`src/rtl/btn_input_ctrl.sv`:
```
// Multi-channel front-panel button processor: synchroniser, debouncer, press/release
// strobes, hold-to-repeat strobes and a sticky software-visible event flag per channel.
module btn_input_ctrl #(
  parameter int unsigned NUM_BTNS        = 2,
  parameter int unsigned ACTIVE_LOW      = 1,
  parameter int unsigned MIN_PULSE_WIDTH = 25000,
  parameter int unsigned REPEAT_DELAY    = 13500000,
  parameter int unsigned REPEAT_RATE     = 2700000
) (
  input  logic                i_clk,
  input  logic                reset_n,
  input  logic [NUM_BTNS-1:0] i_btn,
  input  logic [NUM_BTNS-1:0] i_evt_clr,
  output logic [NUM_BTNS-1:0] o_btn,
  output logic [NUM_BTNS-1:0] o_press,
  output logic [NUM_BTNS-1:0] o_release,
  output logic [NUM_BTNS-1:0] o_repeat,
  output logic [NUM_BTNS-1:0] o_evt,
  output logic                o_evt_any
);

  localparam int unsigned DB_W    = $clog2(MIN_PULSE_WIDTH + 1);
  localparam int unsigned RPT_MAX = (REPEAT_DELAY > REPEAT_RATE) ? REPEAT_DELAY : REPEAT_RATE;
  localparam int unsigned RPT_W   = $clog2(RPT_MAX + 1);

  localparam logic [DB_W-1:0]  DB_LAST    = DB_W'(MIN_PULSE_WIDTH - 1);
  localparam logic [RPT_W-1:0] DELAY_LAST = RPT_W'(REPEAT_DELAY - 1);
  localparam logic [RPT_W-1:0] RATE_LAST  = RPT_W'(REPEAT_RATE - 1);
  localparam logic             POLARITY   = 1'(ACTIVE_LOW);

  typedef enum logic [1:0] {
    IDLE   = 2'd0,
    DELAY  = 2'd1,
    REPEAT = 2'd2
  } rpt_state_t;

  for (genvar i = 0; i < NUM_BTNS; i++) begin : g_ch
    logic             sync1;
    logic             sync2;
    logic             stable;
    logic [DB_W-1:0]  db_cnt;
    logic [RPT_W-1:0] rpt_cnt;
    rpt_state_t       state;
    logic             press_q;
    logic             release_q;
    logic             repeat_q;
    logic             evt_q;
    logic             accept;

    // Synchronised level has disagreed with the stable level for the full window.
    assign accept = (sync2 != stable) && (db_cnt == DB_LAST);

    always_ff @(posedge i_clk or negedge reset_n) begin
      if (!reset_n) begin
        sync1     <= 1'b0;
        sync2     <= 1'b0;
        stable    <= 1'b0;
        db_cnt    <= '0;
        rpt_cnt   <= '0;
        state     <= IDLE;
        press_q   <= 1'b0;
        release_q <= 1'b0;
        repeat_q  <= 1'b0;
        evt_q     <= 1'b0;
      end else begin
        sync1     <= i_btn[i] ^ POLARITY;
        sync2     <= sync1;
        press_q   <= 1'b0;
        release_q <= 1'b0;
        repeat_q  <= 1'b0;

        if (sync2 == stable) begin
          db_cnt <= '0;
        end else if (accept) begin
          stable    <= sync2;
          db_cnt    <= '0;
          press_q   <= sync2;
          release_q <= !sync2;
        end else begin
          db_cnt <= db_cnt + DB_W'(1);
        end

        // Release always wins over a terminal count landing in the same cycle.
        if (REPEAT_DELAY == 0) begin
          state   <= IDLE;
          rpt_cnt <= '0;
        end else if (accept && !sync2) begin
          state   <= IDLE;
          rpt_cnt <= '0;
        end else begin
          case (state)
            IDLE: begin
              if (accept && sync2) begin
                state   <= DELAY;
                rpt_cnt <= '0;
              end
            end
            DELAY: begin
              if (rpt_cnt == DELAY_LAST) begin
                repeat_q <= 1'b1;
                rpt_cnt  <= '0;
                state    <= REPEAT;
              end else begin
                rpt_cnt <= rpt_cnt + RPT_W'(1);
              end
            end
            REPEAT: begin
              if (rpt_cnt == RATE_LAST) begin
                repeat_q <= 1'b1;
                rpt_cnt  <= '0;
              end else begin
                rpt_cnt <= rpt_cnt + RPT_W'(1);
              end
            end
            default: begin
              state   <= IDLE;
              rpt_cnt <= '0;
            end
          endcase
        end

        // A set in the same cycle as a clear keeps the flag.
        if (press_q || repeat_q) begin
          evt_q <= 1'b1;
        end else if (i_evt_clr[i]) begin
          evt_q <= 1'b0;
        end
      end
    end

    assign o_btn[i]     = stable;
    assign o_press[i]   = press_q;
    assign o_release[i] = release_q;
    assign o_repeat[i]  = repeat_q;
    assign o_evt[i]     = evt_q;
  end

  assign o_evt_any = |o_evt;

endmodule

```
`config.mk`:
```
export PLATFORM = sky130hd
export DESIGN_NAME = btn_input_ctrl
export DESIGN_NICKNAME = d
export VERILOG_FILES = /design/src/rtl/btn_input_ctrl.sv
export SDC_FILE = /design/constraint.sdc
export NUM_CORES = 1
export LEC_CHECK = 0
export BUFFER_PORTS_ARGS = -buffer_cell sky130_fd_sc_hd__buf_2
export CORE_ASPECT_RATIO = 1.2
export CORE_MARGIN = 2
export CORE_UTILIZATION = 40
export CTS_CLUSTER_DIAMETER = 200
export DETAILED_ROUTE_END_ITERATION = 8
export PLACE_DENSITY_LB_ADDON = 0.2
export REMOVE_ABC_BUFFERS = 1
export SYNTH_ARGS = -nofsm -noshare
export SYNTH_HDL_FRONTEND = slang
export SYNTH_SLANG_ARGS = --single-unit
```
`constraint.sdc`:
```
create_clock -name i_clk -period 2.9 [get_ports i_clk]
set_clock_uncertainty 0.05 [all_clocks]
set_input_delay 0.435 -clock i_clk [delete_from_list [all_inputs] [get_ports i_clk]]
set_output_delay 0.435 -clock i_clk [all_outputs]
set_load 0.005 [all_outputs]
```
After elaboration in Yosys (flattened, before gate mapping)

Cells that the tools add are included.
W data, S select, Z words.

Output and inout port bits: 11
Input port bits: 6
Word-level logic and storage cells: 109
Bits in registers: 96

$add $sub $neg: 4
Bitwise gates (word level): 4
Mux-type cells: 42
Eq/ne operators: 20
Reduce and logical (&&, ||, !) cells: 19

Operators with widths:

| operator                | number |
|---|---|
| $mux W24                | 8 |
| $pmux W24 S3            | 2 |
| $mux W15                | 4 |
| $add A24 B1 Y24 const B | 2 |
| $eq A24 B22 Y1 const B  | 2 |
| $eq A24 B24 Y1 const B  | 2 |
| $add A15 B1 Y15 const B | 2 |
| $eq A15 B15 Y1 const B  | 2 |
| $mux W1                 | 18 |
| $mux W2                 | 6 |
| $ne A3 B3 Y1 const B    | 4 |
| $pmux W2 S3             | 2 |
| $logic_and A1 B1 Y1     | 6 |
| $reduce_and A3 Y1       | 2 |
| $eq A2 B1 Y1 const B    | 2 |
| $eq A2 B2 Y1 const B    | 2 |
| $logic_not A2 Y1        | 2 |
| $ne A2 B2 Y1 const B    | 2 |
| $not A1 Y1              | 4 |
| $pmux W1 S2             | 2 |
| $reduce_and A2 Y1       | 2 |
| $reduce_bool A2 Y1      | 2 |
| $eq A1 B1 Y1            | 2 |
| $logic_not A1 Y1        | 2 |
| other kinds (3)         | 5 |

Longest topological paths before layout

Gate-level depths: netlist (run 1).

Word-level depth: 6
Gate-level depth with buffers: 9
Depth with buffers taken out: 7

Least setup slack after synthesis (run 1)

OpenSTA, ideal clock, no wires.

Path type: reg-to-reg
Start: reg g_ch[1].rpt_cnt[18]
End: reg g_ch[1].rpt_cnt[14]
Slack: 368 ps
Required time: 2729 ps
Buffers on the path: 1
Cell stages (with the launch flop): 8
Arrival: 2361 ps
Clock period less this slack: 2532 ps
Library setup time: 121 ps
Path through: dfrtp_1 or4b_1 or4_1 o21ai_1 a21oi_2 buf_6 a21o_1 a22o_1

Word-level cells in the longest chain between the ends: 4
Elaborated cells between the ends (all ways): 6
Those cells by class: eq/ne (2); mux (4)

Ends and longest elaborated chain:

| what                                             | RTL line | RTL |
|---|---|---|
| start, declared                                  | 42       | `logic [RPT_W-1:0] rpt_cnt;` |
| start signal, assigned                           | 104      | `rpt_cnt <= rpt_cnt + RPT_W'(1);` |
| start signal, assigned                           | 112      | `rpt_cnt <= rpt_cnt + RPT_W'(1);` |
| $eq A24 B22 Y1 or $eq A24 B24 Y1 (tied branches) | 108, 99  |  |
| $mux W24, on equally long branches               | 108, 99  |  |
| $pmux W24 S3 *                                   | 91       | `case (state)` |
| $mux W24 *                                       | 87       | `end else if (accept && !sync2) begin` |

Every way passes the cells marked *; elsewhere a longest branch is shown, timed or not.
A chain may end at the register's enable or synchronous reset.

Worst setup path after layout (run 1)

Start: reg g_ch[1].rpt_cnt[18]
End: reg g_ch[1].rpt_cnt[17]

The elaborated chain is that of the path after synthesis.

==> flow_summary.ini, run 1 <==
[timing]
hold_slack_ns = 0.03919
grt_setup_unrepaired = no
post-route-min-period_ns = 2.698
tightest_slew_ns = 0.8124
fin_ws_ns = 0.2024
slew_headroom = 0.4584
slew_violations = 0
fmax_mhz = 370.7
finalHoldViolCount = 0
finalSetupViolations = 0
finalCritPeriodShare = 0.9302
fin_tns_setup_ns = 0

[setup_path]
cp_max_fo = 17
crit_start = g_ch[1].rpt_cnt[18]
rr_worst_depth = 6
cp-start-kind = flip-flop
path_class = flip-flop to flip-flop
reg2reg_slack_ns = 0.20
endpoint = g_ch[1].rpt_cnt[17]
cpLargestDelayFamily = simple AND/OR/NAND/NOR gates
worstPathArrival_ns = 2.89
reg2reg_from = g_ch[1].rpt_cnt[18]
slowest_delay_ns = 0.53
cp-end-kind = flip-flop
rr_endpoint = g_ch[1].rpt_cnt[17]
critPathSlowestCell = or4b_1
crit_required_ns = 3.09
path_cells = or4b_1, or4_1, o21ai_1, a21oi_2, and3_1, a211o_1
path_buf_inv = 0
path_depth = 6

[clock_network]
cts_setup_buffers = 0
clk_latency_ns = 0.35
cts.sinks = 96
cts_buffer_depth = 2
cts_made_buffers = 9
cts_tree = built
clk_pin_slew_ns = 0.07
htreeDepth = 3
cts_root_buf = clkbuf_16
ctsHoldBuffers = 0

[detailed_routing]
wirelength_um = 10780
ant_nets = 0
vias_per_cell = 5.386
drc = 0
first_pass_iters = 4
dr_total_vias = 3937
drt_iter0_markers = 180
wl_per_cell_um = 14.75

[power]
switching_share = 0.2067
peakVddDrop_uv = 308.9
p_sw_mw = 0.5640
pwr-share-comb = 0.020
seqPwrFrac = 0.498
power.leakage_nw = 2.507
intPower_mw = 2.164
pwr-share-clk = 0.482
finalPower_mw = 2.728
powerDensity_nw_per_um2 = 476.2

[floorplan]
boundaryPins = 17
start_util = 0.4068
std_cell_rows = 45
die_w_um = 107.2
dieHeight_um = 127.8
die-area_um2 = 13690
coreArea_um2 = 12560

[synth]
yosysWarnings = 0
syn_avg_cell_area_um2 = 9.423
synth-edff-count = 0
async_flop_share = 1.000
netlist-cell-type-count = 57
synth_flop_cell = dfrtp_1
syn_area_um2 = 5107
ys_seq_area_frac = 0.4704
syn_inst = 542
yosys_register_bits = 96

[placement]
post-place-ws_ns = 0.1070
gp_congestion = 0.8250
portBuffers = 16
hpwl_um = 7498
dp.cells = 715

[worst_hold_path]
hold_class = input pin to asynchronous set/reset pin

[final_layout]
drive_gt1_frac = 0.1076
nets = 580
final_cells = 731
area_growth_syn_to_layout_pct = 12.18
n_antenna_cell = 0

[global_routing]
grt_pass1_vias = 3933
grtUsageMet2 = 0.2893
busiest_layer = met2
antenna_found_initial = 0
overflow = 0
grt_pass1_wl_um = 18820
grt_usage = 0.1722
groute.layer.met1.usage = 0.2195
gr-usage-met3 = 0.04474
grt_max_degree = 53

[run]
drv_cap = 0

[outcome]
status = finished clean
worst min-delay path by stage:
| stage | end | slack, ns | depth (start not counted) |
|---|---|---|---|
| after floorplan | g_ch[0].db_cnt[0] | 0.09 | 0 |
| after global placement | g_ch[1].sync2 | 0.29 | 0 |
| after detailed placement | g_ch[1].sync2 | 0.29 | 0 |
| after CTS | g_ch[0].rpt_cnt[11] | 0.06 | 1 |
| after global routing | g_ch[0].rpt_cnt[7] | 0.08 | 1 |
| final | g_ch[0].rpt_cnt[11] | 0.04 | 1 |
layer usage:
metal  wire, um  part of all wire
met1       4976              0.46
met5          0                 0
met2       5328              0.49
met3        335             0.031
met4        140             0.013
cells by family (layout without fill, tap and decap cells):
group	Yosys count	after routing	synth area share
compound gates	88	88	0.1274
xor+xnor	41	41	0.07031
simple gates	260	260	0.2548
flops	96	96	0.4704
buf+inv	42	67	0.04165
fa+ha+maj	12	12	0.02940
mux	3	3	0.006124
worst register-to-register path: cells and delay by family (launching register included):
| family | cells | cell delay [ns] |
|---|---|---|
| simple gates | 3 | 1.32 |
| compound gates | 3 | 0.79 |
| flops | 1 | 0.43 |
cell usage after synthesis (3+ instances only):
| cell type | n | area (um^2) |
|---|---|---|
| nor4bb_1 | 3 | 30.03 |
| inv_1 | 20 | 75.07 |
| nand2_1 | 42 | 157.7 |
| ha_1 | 12 | 150.1 |
| nor2_1 | 85 | 319.1 |
| and3_1 | 14 | 87.58 |
| and4_1 | 3 | 26.28 |
| nor3_1 | 19 | 95.09 |
| a22o_1 | 22 | 192.7 |
| xor2_1 | 14 | 122.6 |
| nor4_1 | 12 | 75.07 |
| dfrtp_1 | 96 | 2402 |
| o21ai_0 | 19 | 95.09 |
| o21a_1 | 3 | 22.52 |
| or2_2 | 4 | 25.02 |
| a21oi_1 | 6 | 30.03 |
| nor2b_1 | 7 | 43.79 |
| nand2b_1 | 3 | 18.77 |
| clkbuf_1 | 5 | 18.77 |
| buf_4 | 10 | 75.07 |
| a21o_1 | 15 | 112.6 |
| a31oi_1 | 6 | 37.54 |
| buf_1 | 3 | 11.26 |
| or4_1 | 5 | 37.54 |
| xnor2_1 | 27 | 236.5 |
| nand3_1 | 33 | 165.2 |
| nand4_1 | 14 | 87.58 |
| nand4b_1 | 3 | 26.28 |
flip-flops by register name, indices dropped and copies added (netlist names):
name,flops
g_ch.evt_q,2
g_ch.repeat_q,2
g_ch.stable,2
g_ch.rpt_cnt,48
g_ch.state,4
g_ch.sync2,2
g_ch.db_cnt,30
g_ch.sync1,2
g_ch.release_q,2
g_ch.press_q,2
cell usage in the layout (no fill, tap or decap), types with 14 or more instances in the layout:
master,synthesis,final
dfrtp_1,96,96
nor2_1,85,84
nand2_1,42,42
nand3_1,33,33
xnor2_1,27,27
a22o_1,22,22
inv_1,20,20
nor3_1,19,19
o21ai_0,19,19
a21o_1,15,15
buf_2,2,15
xor2_1,14,14
and3_1,14,14
nand4_1,14,14
buf_4,10,14
power by group through the flow:
stage	Sequential, mW	Combinational (mW)	Clock, mW
2_1_floorplan	1.38	0.0187	0
3_3_place_gp	1.38	0.0571	0
3_5_place_dp	1.38	0.0595	0
4_1_cts	1.36	0.0602	1.36
5_1_grt	1.36	0.0676	1.41
6_report	1.36	0.0558	1.31
what timing repair did:
action,CTS,global route
gates resized for setup,0,1
endpoints found under the setup margin,0,12
endpoints found under the hold margin,0,0
per-stage QoR:
stage / cell area, um^2 / util
CTS: 5727 / 0.4561
global placement: 5395 / 0.4297
floorplan: 4970 / -
detailed placement: 5395 / 0.4297
global route: 5729 / 0.4563
finish: 5729 / 0.4563
area by class of cell:
cell class / instances / area (um^2)
fillers: 1200 / 6827
flip-flops and latches: 96 / 2402
multi-input cells: 404 / 2495
clock buffers: 11 / 252.7
inverters: 20 / 75.07
well taps: 164 / 205.2
repair buffers: 31 / 220.2
clock inverters: 5 / 78.83
No activity file was read; power rests on OpenSTA's default activity.
==> inputs of run 2 (changes only) <==
Settings changed: SETUP_SLACK_MARGIN set to 0.5.
==> flow_summary.ini, run 2 (synthesized netlist as in run 1, its figures left out) <==
[outcome]
status = finished clean

[timing]
finalHoldViolCount = 0
tightest_slew_ns = 0.6115
slew_headroom = 0.5923
finalCritPeriodShare = 0.8741
post-route-min-period_ns = 2.535
fmax_mhz = 394.5
fin_ws_ns = 0.3652
slew_violations = 0
fin_tns_setup_ns = 0
grt_setup_unrepaired = yes
finalSetupViolations = 0

[detailed_routing]
drc = 0
drt_iter0_markers = 165
dr_total_vias = 4063
wirelength_um = 11460
first_pass_iters = 4
wl_per_cell_um = 15.24
ant_nets = 0
vias_per_cell = 5.403

[setup_path]
cp-end-kind = flip-flop
path_class = flip-flop to flip-flop
rr_worst_depth = 7
path_cells = or4b_1, or4_4, o21ai_4, a21oi_4, buf_12, a21o_1, a22o_1
path_buf_inv = 1
worstPathArrival_ns = 2.72
reg2reg_slack_ns = 0.37
slowest_delay_ns = 0.55
crit_required_ns = 3.09
cp-start-kind = flip-flop
cpLargestDelayFamily = simple AND/OR/NAND/NOR gates
rr_endpoint = g_ch[1].rpt_cnt[12]
critPathSlowestCell = or4b_1
reg2reg_from = g_ch[1].rpt_cnt[18]
cp_max_fo = 11

[power]
peakVddDrop_uv = 309.3
power.leakage_nw = 2.611
powerDensity_nw_per_um2 = 449.5
finalPower_mw = 2.743

[final_layout]
nets = 601
multi_input_area_um2 = 2685
largestRegisters = g_ch.rpt_cnt: 48 flops, g_ch.db_cnt: 30 flops, g_ch.state: 4 flops
fill_cells = 1159
final_cells = 752
seq_area_um2 = 2406
layout_common_cells = dfrtp_1, nor2_1, nand2_1
area_growth_syn_to_layout_pct = 19.48
regMostFlops = g_ch.rpt_cnt
final_common_cell = dfrtp_1
n_antenna_cell = 0
largest_reg_flops = 48
drive_gt1_frac = 0.1752

[clock_network]
cts_tree = built
cts_root_buf = clkbuf_16
cts_buffer_depth = 2
clk_pin_slew_ns = 0.07
clk_latency_ns = 0.35
cts_made_buffers = 9
htreeDepth = 3
cts.sinks = 96

[floorplan]
boundaryPins = 17
die_w_um = 107.2
std_cell_rows = 45
coreArea_um2 = 12560
start_util = 0.4068
die-area_um2 = 13690
dieHeight_um = 127.8

[placement]
hpwl_um = 7498
post-place-ws_ns = 0.1070
dp.cells = 715
portBuffers = 16
gp_congestion = 0.8250

[global_routing]
grt_max_degree = 53
grt_usage = 0.1794
overflow = 0
grt_pass1_vias = 4031
antenna_found_initial = 0
grt_pass1_wl_um = 19550

[run]
drv_cap = 0

[worst_hold_path]
hold_class = input pin to asynchronous set/reset pin
run 2: layer usage:
metal,GRT usage,part of all wire,vias up
met5,0,0,-
met4,0.05730,0.017,0
met3,0.04626,0.037,15
met2,0.2952,0.49,69
met1,0.2309,0.45,1982
li1,-,-,1997
run 2: report_power, final:
group	internal [mW]	leakage [nW]	switching, mW
logic	0.0183	1.12	0.0428
clock network	0.801	0.165	0.522
registers	1.35	1.32	0.0106
total	2.17	2.61	0.575
run 2: worst register-to-register path, stage by stage, from the launching register on:
cell and delay (ns):
dfrtp_1 0.46, or4b_1 0.55, or4_4 0.53, o21ai_4 0.23, a21oi_4 0.10, buf_12 0.16, a21o_1 0.15, a22o_1 0.18
run 2: how the worst max path moves through the flow:
stage          slack [ns]  cells after the start                  end                start
6_report             0.37                      7  g_ch[1].rpt_cnt[12]  g_ch[1].rpt_cnt[18]
5_1_grt              0.27                      7  g_ch[1].rpt_cnt[16]    g_ch[1].db_cnt[9]
3_3_place_gp         0.22                      6   g_ch[0].rpt_cnt[8]   g_ch[0].rpt_cnt[6]
3_5_place_dp         0.11                      6  g_ch[0].rpt_cnt[23]  g_ch[0].rpt_cnt[11]
2_1_floorplan        0.31                      6  g_ch[1].rpt_cnt[22]   g_ch[1].db_cnt[10]
4_1_cts              0.38                      8  g_ch[1].rpt_cnt[16]    g_ch[1].db_cnt[0]
run 2: metrics by stage:
stage          utilization  instance area [um^2]  hold WS [ns]
6_report            0.4860                  6102       0.03557
5_1_grt             0.4860                  6102       0.08144
4_1_cts             0.4732                  5942       0.06237
3_5_place_dp        0.4297                  5395        0.2863
3_3_place_gp        0.4297                  5395        0.2893
2_1_floorplan            -                  4970       0.08941
run 2: layout make-up:
| cell class | count | share of cell area |
|---|---|---|
| clock inverter | 5 | 0.01292 |
| timing repair buffer | 50 | 0.06541 |
| sequential | 96 | 0.3943 |
| tap | 164 | 0.03363 |
| inverter | 20 | 0.01230 |
| clock buffer | 11 | 0.04142 |
| multi-input combinational | 406 | 0.4400 |
run 2: repair_timing:
item,in CTS,in global routing
gates resized for setup,20,21
gates cloned,2,0
endpoints found under the setup margin,46,47
pin swaps,9,7
setup buffers,11,8
hold buffers,0,0
==> inputs of run 3 (changes only) <==
Settings changed: ABC_AREA set to 1.
==> flow_summary.ini, run 3 <==
[global_routing]
grt_pass1_vias = 4982
grt_pass1_wl_um = 22910
overflow = 0
antenna_found_initial = 0
grt_usage = 0.1808
grt_max_degree = 50

[setup_path]
rr_worst_depth = 10
reg2reg_slack_ns = 0.78
rr_endpoint = g_ch[1].rpt_cnt[5]
cp-start-kind = flip-flop
cp_max_fo = 12
cp-end-kind = flip-flop
worstPathArrival_ns = 2.30
path_class = flip-flop to flip-flop
reg2reg_from = g_ch[1].rpt_cnt[0]
crit_required_ns = 3.08

[detailed_routing]
first_pass_iters = 5
ant_nets = 0
wl_per_cell_um = 12.00
vias_per_cell = 4.746
dr_total_vias = 5192
wirelength_um = 13130
drt_iter0_markers = 335
drc = 0

[timing]
finalCritPeriodShare = 0.7312
post-route-min-period_ns = 2.120
fmax_mhz = 471.6
slew_headroom = 0.5315
finalHoldViolCount = 0
fin_tns_setup_ns = 0
hold_slack_ns = 0.04952
fin_ws_ns = 0.7796
finalSetupViolations = 0
slew_violations = 0
tightest_slew_ns = 0.6974
grt_setup_unrepaired = no

[synth]
synth_top_area_frac = 0.4017
netlist-cell-type-count = 34
syn_avg_cell_area_um2 = 6.796
yosysWarnings = 0
synth_area_leader_cell = dfrtp_1
synth_common_cells = nand2_1, nor2_1, inv_1
async_flop_share = 1.000
syn_area_um2 = 5981
yosys-top-cells-area = dfrtp_1, nand2_1, nor2_1, inv_1, nand3_1
ys_seq_area_frac = 0.4017
yosysMostFrequentCell = nand2_1
syn_inst = 880
synth-edff-count = 0
yosys_register_bits = 96
synth_flop_cell = dfrtp_1

[floorplan]
die-area_um2 = 15950
die_w_um = 115.6
dieHeight_um = 138.0
start_util = 0.4115
boundaryPins = 17
coreArea_um2 = 14530
std_cell_rows = 48

[final_layout]
regMostFlops = g_ch.rpt_cnt
design_area_um2 = 6511
n_antenna_cell = 0
layout_common_cells = nand2_1, nor2_1, inv_1
final_cells = 1094
largest_reg_flops = 48
final_common_cell = nand2_1
largestRegisters = g_ch.rpt_cnt: 48 flops, g_ch.db_cnt: 30 flops, g_ch.state: 4 flops
final_util = 0.4480
area_growth_syn_to_layout_pct = 8.870
drive_gt1_frac = 0.07383
nets = 907

[placement]
placed_area_um2 = 6201
gp_congestion = 0.8478
post-place-ws_ns = 0.5989
hpwl_um = 9719
dp.cells = 1078
portBuffers = 16

[clock_network]
cts.sinks = 96
ctsHoldBuffers = 0
cts_setup_buffers = 0
cts_root_buf = clkbuf_16
cts_buffer_depth = 2
clk_pin_slew_ns = 0.07
htreeDepth = 3
cts_made_buffers = 9
postCtsResizedCells = 0
clk_latency_ns = 0.35
cts_tree = built

[outcome]
status = finished clean

[power]
p_sw_mw = 0.5890
peakVddDrop_uv = 296.0
pwr-share-clk = 0.461
intPower_mw = 2.037
power.leakage_nw = 3.144
powerDensity_nw_per_um2 = 403.2
seqPwrFrac = 0.516
finalPower_mw = 2.626
switching_share = 0.2243
pwr-share-comb = 0.024

[worst_hold_path]
hold_class = input pin to asynchronous set/reset pin

[run]
drv_cap = 0
## run 3: cell count changes after synthesis, sizes merged, moves of 7 or more
cell and delta:
a21o -15, a21oi +15, a22o -22, and3 -14, inv +121, nand2 +197
nand3 +51, nand4 +20, nor2 +79, nor2b -7, nor4 -10, xnor2 -27
## run 3: cell families (layout without fill, tap and decap cells)
family / after synthesis / after routing / synth area share
simple gates: 553 / 553 / 0.4013
xor+xnor: 12 / 12 / 0.01757
buf+inv: 163 / 177 / 0.1138
compound gates: 44 / 44 / 0.04059
flops: 96 / 96 / 0.4017
fa+ha+maj: 12 / 12 / 0.02510
## run 3: worst max path at each step
stage	cells after the start	start	endpoint	slack, ns
2_1_floorplan	10	g_ch[1].db_cnt[0]	g_ch[1].rpt_cnt[11]	0.85
6_report	10	g_ch[1].rpt_cnt[0]	g_ch[1].rpt_cnt[5]	0.78
3_3_place_gp	10	g_ch[1].rpt_cnt[0]	g_ch[1].rpt_cnt[11]	0.65
5_1_grt	10	g_ch[1].rpt_cnt[0]	g_ch[1].rpt_cnt[6]	0.52
3_5_place_dp	10	g_ch[1].rpt_cnt[0]	g_ch[1].rpt_cnt[5]	0.60
4_1_cts	10	g_ch[1].rpt_cnt[0]	g_ch[1].rpt_cnt[5]	0.59
## run 3: area by class of cell
| cell class | instances | area, um^2 |
|---|---|---|
| clock buffer | 10 | 229.0 |
| inverter | 142 | 533.0 |
| timing repair buffer | 19 | 117.6 |
| tap | 200 | 250.2 |
| multi-input combinational | 621 | 2910 |
| fill | 1555 | 8023 |
| clock inverter | 6 | 68.82 |
| sequential | 96 | 2402 |
## run 3: critical path: stages, from the launching register on
cell and delay [ns]:
dfrtp_1 0.38, ha_1 0.21, nand2_2 0.08, nor2_4 0.13
inv_1 0.05, nor2_1 0.13, nand3_1 0.10, nand2_1 0.11
nand2_1 0.28, a21oi_4 0.40, nor2_1 0.08
## run 3: per-layer routing
layer / wire [um] / global-route usage / vias to the layer above
li1: - / - / 2760
met4: 258 / 0.06944 / 0
met1: 6233 / 0.2309 / 2345
met5: 0 / 0 / -
met2: 6294 / 0.3086 / 66
met3: 344 / 0.02710 / 21
## run 3: power by group through the flow
| stage | sequential, mW | combinational, mW | clock (mW) |
|---|---|---|---|
| floorplan | 1.38 | 0.0242 | 0 |
| global placement | 1.38 | 0.0659 | 0 |
| detailed placement | 1.38 | 0.0659 | 0 |
| CTS | 1.35 | 0.0660 | 1.25 |
| global route | 1.35 | 0.0769 | 1.31 |
| finish | 1.35 | 0.0622 | 1.21 |
